===== src/rtl/bc_hit_tagger.sv =====
// bc_hit_tagger: tags digitizer hits with the current 12-bit bunch crossing
// number, packs them into 32-bit words and buffers them in a first-word-
// fall-through FIFO toward a valid/ready readout link.
//
// Optional feature macro: BC_HIT_TAGGER_ORBIT_EN
//   defined   -> 4-bit orbit counter (incremented on BC wrap FFF->000) in TAG
//   undefined -> no orbit logic, TAG = 4'h0
//
// Ports:
//   CLK        clock, shared with the bunch counter
//   RST        synchronous active-high reset
//   BC         current bunch number (same clock domain)
//   HIT_VALID  hit strobe, at most one hit per cycle
//   HIT_CH     hit channel
//   HIT_ADC    hit amplitude
//   OUT_VALID  FIFO non-empty, OUT_DATA valid
//   OUT_READY  consumer accepts the head word this cycle
//   OUT_DATA   {CH[3:0], BC[11:0], ADC[11:0], TAG[3:0]}
//   FILL       words currently stored
//   DROP_CNT   hits lost to a full FIFO, saturating
module bc_hit_tagger #(
  parameter int unsigned DEPTH = 16,
  parameter int unsigned AW    = 4
) (
  input  logic          CLK,
  input  logic          RST,
  input  logic [11:0]   BC,
  input  logic          HIT_VALID,
  input  logic [3:0]    HIT_CH,
  input  logic [11:0]   HIT_ADC,
  output logic          OUT_VALID,
  input  logic          OUT_READY,
  output logic [31:0]   OUT_DATA,
  output logic [AW:0]   FILL,
  output logic [15:0]   DROP_CNT
);

  localparam int unsigned DW       = 32;
  localparam int unsigned CNT_W    = 16;
  localparam logic [AW:0] FULL_LVL = (AW+1)'(DEPTH);

  // FIFO state
  logic [DW-1:0]    mem_q [DEPTH];
  logic [AW-1:0]    wr_ptr_q, wr_ptr_d;
  logic [AW-1:0]    rd_ptr_q, rd_ptr_d;
  logic [AW:0]      fill_q, fill_d;
  logic             out_valid_q, out_valid_d;
  logic [CNT_W-1:0] drop_cnt_q, drop_cnt_d;

  logic             pop_c;
  logic             push_c;
  logic             drop_c;
  logic [3:0]       tag_c;
  logic [DW-1:0]    wdata_c;

`ifdef BC_HIT_TAGGER_ORBIT_EN
  logic [11:0] prev_bc_q, prev_bc_d;
  logic [3:0]  orbit_q, orbit_d;

  // Orbit advances on the FFF->000 wrap; a hit on that cycle sees the new value
  always_comb begin
    prev_bc_d = BC;
    orbit_d   = orbit_q;
    if ((BC == 12'h000) && (prev_bc_q == 12'hFFF)) begin
      orbit_d = orbit_q + 4'd1;
    end
    tag_c = orbit_d;
  end

  always_ff @(posedge CLK) begin
    if (RST) begin
      prev_bc_q <= 12'h000;
      orbit_q   <= 4'h0;
    end else begin
      prev_bc_q <= prev_bc_d;
      orbit_q   <= orbit_d;
    end
  end
`else
  always_comb begin
    tag_c = 4'h0;
  end
`endif

  // Push/pop decision, pointer, fill and drop-counter next state
  always_comb begin
    pop_c       = out_valid_q && OUT_READY;
    // A full FIFO still accepts a push when the head leaves in the same cycle
    push_c      = HIT_VALID && ((fill_q != FULL_LVL) || pop_c);
    drop_c      = HIT_VALID && !push_c;
    wdata_c     = {HIT_CH, BC, HIT_ADC, tag_c};

    wr_ptr_d    = wr_ptr_q;
    rd_ptr_d    = rd_ptr_q;
    fill_d      = fill_q;
    drop_cnt_d  = drop_cnt_q;

    if (push_c) begin
      wr_ptr_d = wr_ptr_q + AW'(1);
    end
    if (pop_c) begin
      rd_ptr_d = rd_ptr_q + AW'(1);
    end
    case ({push_c, pop_c})
      2'b10:   fill_d = fill_q + (AW+1)'(1);
      2'b01:   fill_d = fill_q - (AW+1)'(1);
      default: fill_d = fill_q;
    endcase

    if (drop_c && (drop_cnt_q != {CNT_W{1'b1}})) begin
      drop_cnt_d = drop_cnt_q + CNT_W'(1);
    end

    // Registered so OUT_READY never reaches OUT_VALID combinationally
    out_valid_d = (fill_d != '0);
  end

  always_ff @(posedge CLK) begin
    if (RST) begin
      wr_ptr_q    <= '0;
      rd_ptr_q    <= '0;
      fill_q      <= '0;
      out_valid_q <= 1'b0;
      drop_cnt_q  <= '0;
    end else begin
      wr_ptr_q    <= wr_ptr_d;
      rd_ptr_q    <= rd_ptr_d;
      fill_q      <= fill_d;
      out_valid_q <= out_valid_d;
      drop_cnt_q  <= drop_cnt_d;
    end
  end

  // Storage needs no reset: contents are only visible while FILL > 0
  always_ff @(posedge CLK) begin
    if (push_c && !RST) begin
      mem_q[wr_ptr_q] <= wdata_c;
    end
  end

  assign OUT_VALID = out_valid_q;
  assign OUT_DATA  = mem_q[rd_ptr_q];
  assign FILL      = fill_q;
  assign DROP_CNT  = drop_cnt_q;

endmodule


===== config.mk =====
export PLATFORM = sky130hd
export DESIGN_NAME = bc_hit_tagger
export DESIGN_NICKNAME = d
export VERILOG_FILES = /design/src/rtl/bc_hit_tagger.sv
export SDC_FILE = /design/constraint.sdc
export NUM_CORES = 1
export LEC_CHECK = 0
export ABC_AREA = 1
export CAP_MARGIN = 15
export CORE_MARGIN = 1.5
export CORE_UTILIZATION = 54
export CTS_CLUSTER_SIZE = 12
export DETAILED_ROUTE_END_ITERATION = 10
export PLACE_DENSITY = 0.72
export SYNTH_ARGS = -nofsm -noshare
export SYNTH_HDL_FRONTEND = slang
export SYNTH_SLANG_ARGS = --single-unit

===== constraint.sdc =====
create_clock -name CLK -period 4.5 [get_ports CLK]
set_input_delay 0.9 -clock CLK [delete_from_list [all_inputs] [get_ports CLK]]
set_output_delay 0.9 -clock CLK [all_outputs]
set_load 0.05 [all_outputs]

==> Flow_metrics.wiki <==
{| class="wikitable"
! Metric !! Value
|-
| Height of the chip || 194 um
|-
| Post-route design area || 0.0226 mm2
|-
| I/O Buffers || 81
|-
| Average wire per cell in the routed design || 20.4 um
|-
| Critical Path Fanout Max || 74
|-
| Peak per-stage delay on the critical path || 0.80 ns
|-
| Max rail drop VDD || 280 uV
|-
| Area fraction in compound gates after synthesis || 11.5%
|-
| Mux contribution to synthesized area || 5.70%
|-
| Area contributors post-synth || edfxtp_1 (68%), mux2i_1 (5.7%), o211ai_1 (4.3%)
|-
| Element type at the critical path end || primary output
|-
| Critical path data required time || 3.60 ns
|-
| Arrival time worst endpoint || 3.12 ns
|-
| Width of the die || 194 um
|-
| Main synth FF type || edfxtp_1
|-
| R2R Path Start || FILL[0]
|-
| Peak Freq || 0.249 GHz
|-
| Cell type contributing the most total cell area after synthesis || edfxtp_1
|-
| Count of flip-flops with a built-in enable after synthesis || 448
|-
| Total setup buffers inserted after CTS || 0
|-
| Leading cell type in the layout, fill and taps excluded || edfxtp_1
|-
| Initial core utilization || 55.0%
|-
| Post-synthesis instance area || 0.0197 mm2
|-
| Final HPWL from detailed placement || 23.1 mm
|-
| Transition time at the pin with the least slew margin || 0.763 ns
|-
| # nets final || 1589
|-
| Failing checks || design-rule violations
|-
| Max-Slew Margin vs Limit || 49.0%
|-
| Beginning of the worst hold path || rd_ptr_q[3]
|-
| Outcome || finished with violations
|-
| Area share of and/or/nand/nor cells after synthesis || 4.69%
|-
| First-iteration detailed-routing DRC count || 883
|-
| Number of nets still failing antenna checks after routing || 0
|-
| Area share of the largest cell type after synthesis || 68.4%
|-
| Total of warnings raised by yosys || 0
|-
| Die Footprint || 0.0376 mm2
|-
| Clock buffers created by TritonCTS || 49
|-
| Final min period || 4.02 ns
|-
| Overall overflow remaining after global route || 0
|-
| Combinational family with the most area after synthesis || compound AO/OA/AOI/OAI gates
|-
| Post-cts gate resize count || 0
|-
| Drt first pass iters || 9
|-
| Rows || 69
|-
| Clock Sink Count || 482
|-
| Clock latency on the worst-skew pair || 0.55 ns
|-
| Async set or reset register ratio after synthesis || 0%
|-
| Clock Root Buffer || clkbuf_16
|-
| Total of endpoints with negative setup slack in the final report || 0
|-
| Clock transition at path regs || 0.06 ns
|-
| Largest clock skew in the final design || 0.0136 ns
|-
| Num ports || 86
|-
| Portion of the clock cycle consumed by the worst path in the final layout || 89.2%
|-
| Class of the most critical hold timing path || register to register
|-
| Max capacitance violation total || 0
|-
| Fraction of layout instances using a drive strength above 1 || 8.12%
|-
| Area added between synthesis and finish || 14.6%
|-
| Max-slew violation count || 0
|-
| Register-to-register setup slack || 1.90 ns
|-
| Crit Path Category || register to primary output
|-
| Final sum of negative setup slack || 0 ns
|-
| Clk buf depth || 3
|-
| Distinct cell type count of the synthesized netlist || 29
|-
| Flop and latch count out of synthesis || 482
|-
| # hold bufs at CTS || 0
|-
| Startpoint Class || register
|-
| Average via count per standard cell || 5.76
|-
| Crit path top cell by count || o211ai_1
|-
| Pin count of the biggest net entering global routing || 113
|-
| Crit path cell chain || buf_12, mux2i_1, o211ai_1, o211ai_1, nand2_1, clkdlybuf4s50_1
|-
| Final RePlAce weighted congestion || 0.785
|-
| Antenna Cells || 0
|-
| First-pass GRT wire length || 64.4 mm
|-
| Core Region || 0.0357 mm2
|-
| Reported leakage power || 0.00759 uW
|-
| Cell area reported after detailed placement || 0.0212 mm2
|-
| TritonCTS clock tree || done
|-
| Most used cells in the layout excluding fill and tap cells || edfxtp_1 (448), inv_1 (145), a21oi_1 (138), mux2i_1 (112), o211ai_1 (112)
|-
| Post-synthesis average cell area || 13.5 um2
|-
| Hold Vio Cnt, Final || 0
|-
| RSZ-0062 raised after global routing || false
|-
| XOR/XNOR share of the synthesized area || 0.401%
|-
| Total power per unit cell area || 430 mW/mm2
|-
| Seq/Total Area, Yosys || 71.8%
|-
| Final WL || 41.6 mm
|-
| Final-layout fill cell count || 2654
|-
| Adder-cell share of the synthesized area || 0.674%
|-
| Initial antenna violation count || 1
|-
| Total routing usage reported by global routing || 22.1%
|-
| Vias post-DR || 11.7k
|-
| Clock H-tree levels || 2
|-
| Number of global-route vias before repair || 11.3k
|-
| DRC violations left || 4
|-
| Slowest cell on the critical path || clkdlybuf4s50_1
|-
| Syn Inst Count || 1462
|}
-- layer usage --
layer  track usage [%]  part of all wire [%]
met2              36.1                    48
met4              5.18                   1.8
met3              3.15                   5.8
met5                 0                 0.041
met1              31.9                    45
-- cells in the mapped netlist (9+ instances only) --
cell,number
inv_1,146
mux2i_1,112
o21ai_0,77
edfxtp_1,448
nor3_1,14
dfxtp_1,34
o211ai_1,112
clkbuf_1,48
ha_1,9
nor2_1,39
o21ai_1,68
a21oi_1,138
nand3_1,52
buf_4,12
buf_2,15
nand2_1,101
-- worst paths after layout --
kind | cells after the start | to
setup / recovery | 6 | OUT_DATA[9]
hold / removal | 1 | register
setup reg to reg | 9 | mem_q[10][21]
hold reg to reg | 1 | register
-- cell type report --
cell class / instances / area (um2) / area share [%]
Multi-Input combinational cell: 746 / 4640 / 20.6
Sequential cell: 482 / 14100 / 62.7
Inverter: 149 / 561 / 2.49
Clock buffer: 68 / 1310 / 5.80
Clock inverter: 12 / 87.6 / 0.388
Tap cell: 461 / 577 / 2.56
Timing Repair Buffer: 119 / 1240 / 5.49
-- sequential cells by signal, summed over array words and instances (netlist names), named ones only --
signal     flops
rd_ptr_q       4
mem_q        448
FILL           5
wr_ptr_q       4
OUT_VALID      1
DROP_CNT      16
-- worst max-delay path: cells and delay by family, from the launching register on --
family / cells / cell delay [ns]
mux: 1 / 0.16
buf+inv: 2 / 1.16
compound gates: 2 / 0.33
flops: 1 / 0.70
simple gates: 1 / 0.11
-- report_power, final --
part / internal, uW / total, uW / leakage (uW) / switching [uW]
registers: 4940 / 4980 / 0.00431 / 37.8
logic: 369 / 1090 / 0.00259 / 717
clock network: 2070 / 3630 / 0.000681 / 1560
total: 7380 / 9690 / 0.00759 / 2320
-- per-stage QoR --
step | power (uW) | util [%] | std cells | hold slack (ns) | setup slack [ns]
finish | 9690 | 63.1 | 2037 | 0.440 | 0.485
global route | 10000 | 63.1 | 2037 | 0.454 | 0.352
CTS | 9750 | 63.1 | 2037 | 0.440 | 0.427
detailed placement | 6160 | 59.2 | 1957 | 0.426 | 0.921
global placement | 6140 | 59.2 | 1957 | 0.424 | 1.01
floorplan | 5820 | - | 1465 | 0.412 | 0.502
-- logic make-up after synthesis --
kind of cell,count (synthesis)
buf+inv,237
fa+ha+maj,10
flops,482
xor+xnor,9
compound gates,396
other cells,1
mux,112
simple gates,215
No activity file was read; power rests on OpenSTA's default activity.
==> variant, RTL diff (config.mk and constraints unchanged) <==
Add a define of `BC_HIT_TAGGER_ORBIT_EN`.
--- a/src/rtl/bc_hit_tagger.sv
+++ b/src/rtl/bc_hit_tagger.sv
@@ -18,6 +18,8 @@
 //   OUT_DATA   {CH[3:0], BC[11:0], ADC[11:0], TAG[3:0]}
 //   FILL       words currently stored
 //   DROP_CNT   hits lost to a full FIFO, saturating
+`define BC_HIT_TAGGER_ORBIT_EN
+
 module bc_hit_tagger #(
   parameter int unsigned DEPTH = 16,
   parameter int unsigned AW    = 4
Function: changed (a bounded check fails within 4 cycles, from zero or initial values and one cycle with RST high).
==> variant against the original RTL <==
Wire length increased by 22%. Area after synthesis increased by 17%. Critical endpoint is now OUT_DATA[0]. Total power increased by 16%. Highest routed layer is now met4. Critical path type unchanged. Global-route usage increased by 1.2 points. Setup slack got worse by 0.080 ns. Sequential cell count increased by 80. Design area increased by 16%. Hold slack got worse by 0.0049 ns.
==> variant: results (changes against the original RTL) <==
status=complete, no violations (was complete, but fails checks); share of cells above drive strength 1=8.62% (was 8.12%); Post-synth top cells=edfxtp_1, inv_1, a21oi_1 (unchanged); DRT iter0 DRCs=1352 (was 883); largest net degree at the start of global routing=129 (was 113); LEAKAGE=8.81 nW (was 7.59 nW); Slowest cell on crit path=buf_4 (was clkdlybuf4s50_1); global-route wire length before repair=78000 um (was 64400 um); GP Congestion=0.841 (was 0.785); VDD IR max=0.000318 V (was 0.000280 V); slowest stage delay, CP=0.86 ns (was 0.80 ns); Detailed Place HPWL=26100 um (was 23100 um); post-DR wirelength/cell=21.4 um (was 20.4 um); Post-synth EDFFs=512 (was 448); Synth cell types=33 (was 29); port bufs=85 (was 81); Routed WL=50800 um (was 41600 um); top post-synthesis cells by area=edfxtp_1, mux2i_1, dfxtp_1, o211ai_1, a21oi_1 (was edfxtp_1, mux2i_1, o211ai_1, a21oi_1, dfxtp_1); via count=13700 (was 11700); Slew headroom=18.7% (was 49.0%); placed insts=2270 (was 1957); clock skew=0.0158 ns (was 0.0136 ns); Worst EP arrival=3.19 ns (was 3.12 ns); r2r setup slk=1.88 ns (was 1.90 ns); Cell Area, Placed=24500 um2 (was 21200 um2)
-- variant: layout make-up --
cell class,instances,area share (%)
Sequential cell,562,62.7
Multi-Input combinational cell,863,20.7
Clock buffer,93,6.16
Timing Repair Buffer,124,5.04
Inverter,182,2.62
Tap cell,539,2.58
Clock inverter,10,0.187
-- variant: cells by family (layout without fill, tap and decap cells) --
| logic type | Yosys count | in the layout | synth area share [%] |
|---|---|---|---|
| AND/OR/NAND/NOR | 256 | 256 | 4.75 |
| adder cells (fa/ha/maj) | 11 | 11 | 0.629 |
| multiplexers | 128 | 128 | 5.55 |
| AO/OA/AOI/OAI | 457 | 457 | 11.7 |
| XOR/XNOR | 11 | 11 | 0.418 |
| flip-flops | 562 | 562 | 71.0 |
| buffers and inverters | 279 | 409 | 5.97 |
-- variant: metal layers --
metal  wire [um]  track usage (%)  part of all wire, %
met5           0                0                    0
met4        1340             7.07                  2.6
met1       21300             32.3                   42
met3        3600             4.32                  7.1
met2       24500             38.1                   48
-- variant: power by group through the flow --
stage	Clock (mW)	Combinational, mW	Sequential (mW)
after detailed placement	0	1.23	5.89
final	4.27	1.23	5.78
after global routing	4.54	1.34	5.78
after CTS	4.33	1.24	5.78
after floorplan	0	0.890	5.90
after global placement	0	1.21	5.88
-- variant: critical path: cells and delay by family (launching register included) --
| kind | cells | cell delay [ns] |
|---|---|---|
| buf+inv | 3 | 1.63 |
| compound gates | 2 | 0.39 |
| flops | 1 | 0.36 |
| simple gates | 1 | 0.13 |
-- variant: metrics by stage --
step	hold WS, ns	util, %	worst slack, ns
after floorplan	0.412	-	0.209
after global placement	0.424	58.2	1.02
after detailed placement	0.427	58.2	1.00
after CTS	0.436	62.2	0.403
after global routing	0.467	62.2	0.248
final	0.435	62.2	0.405
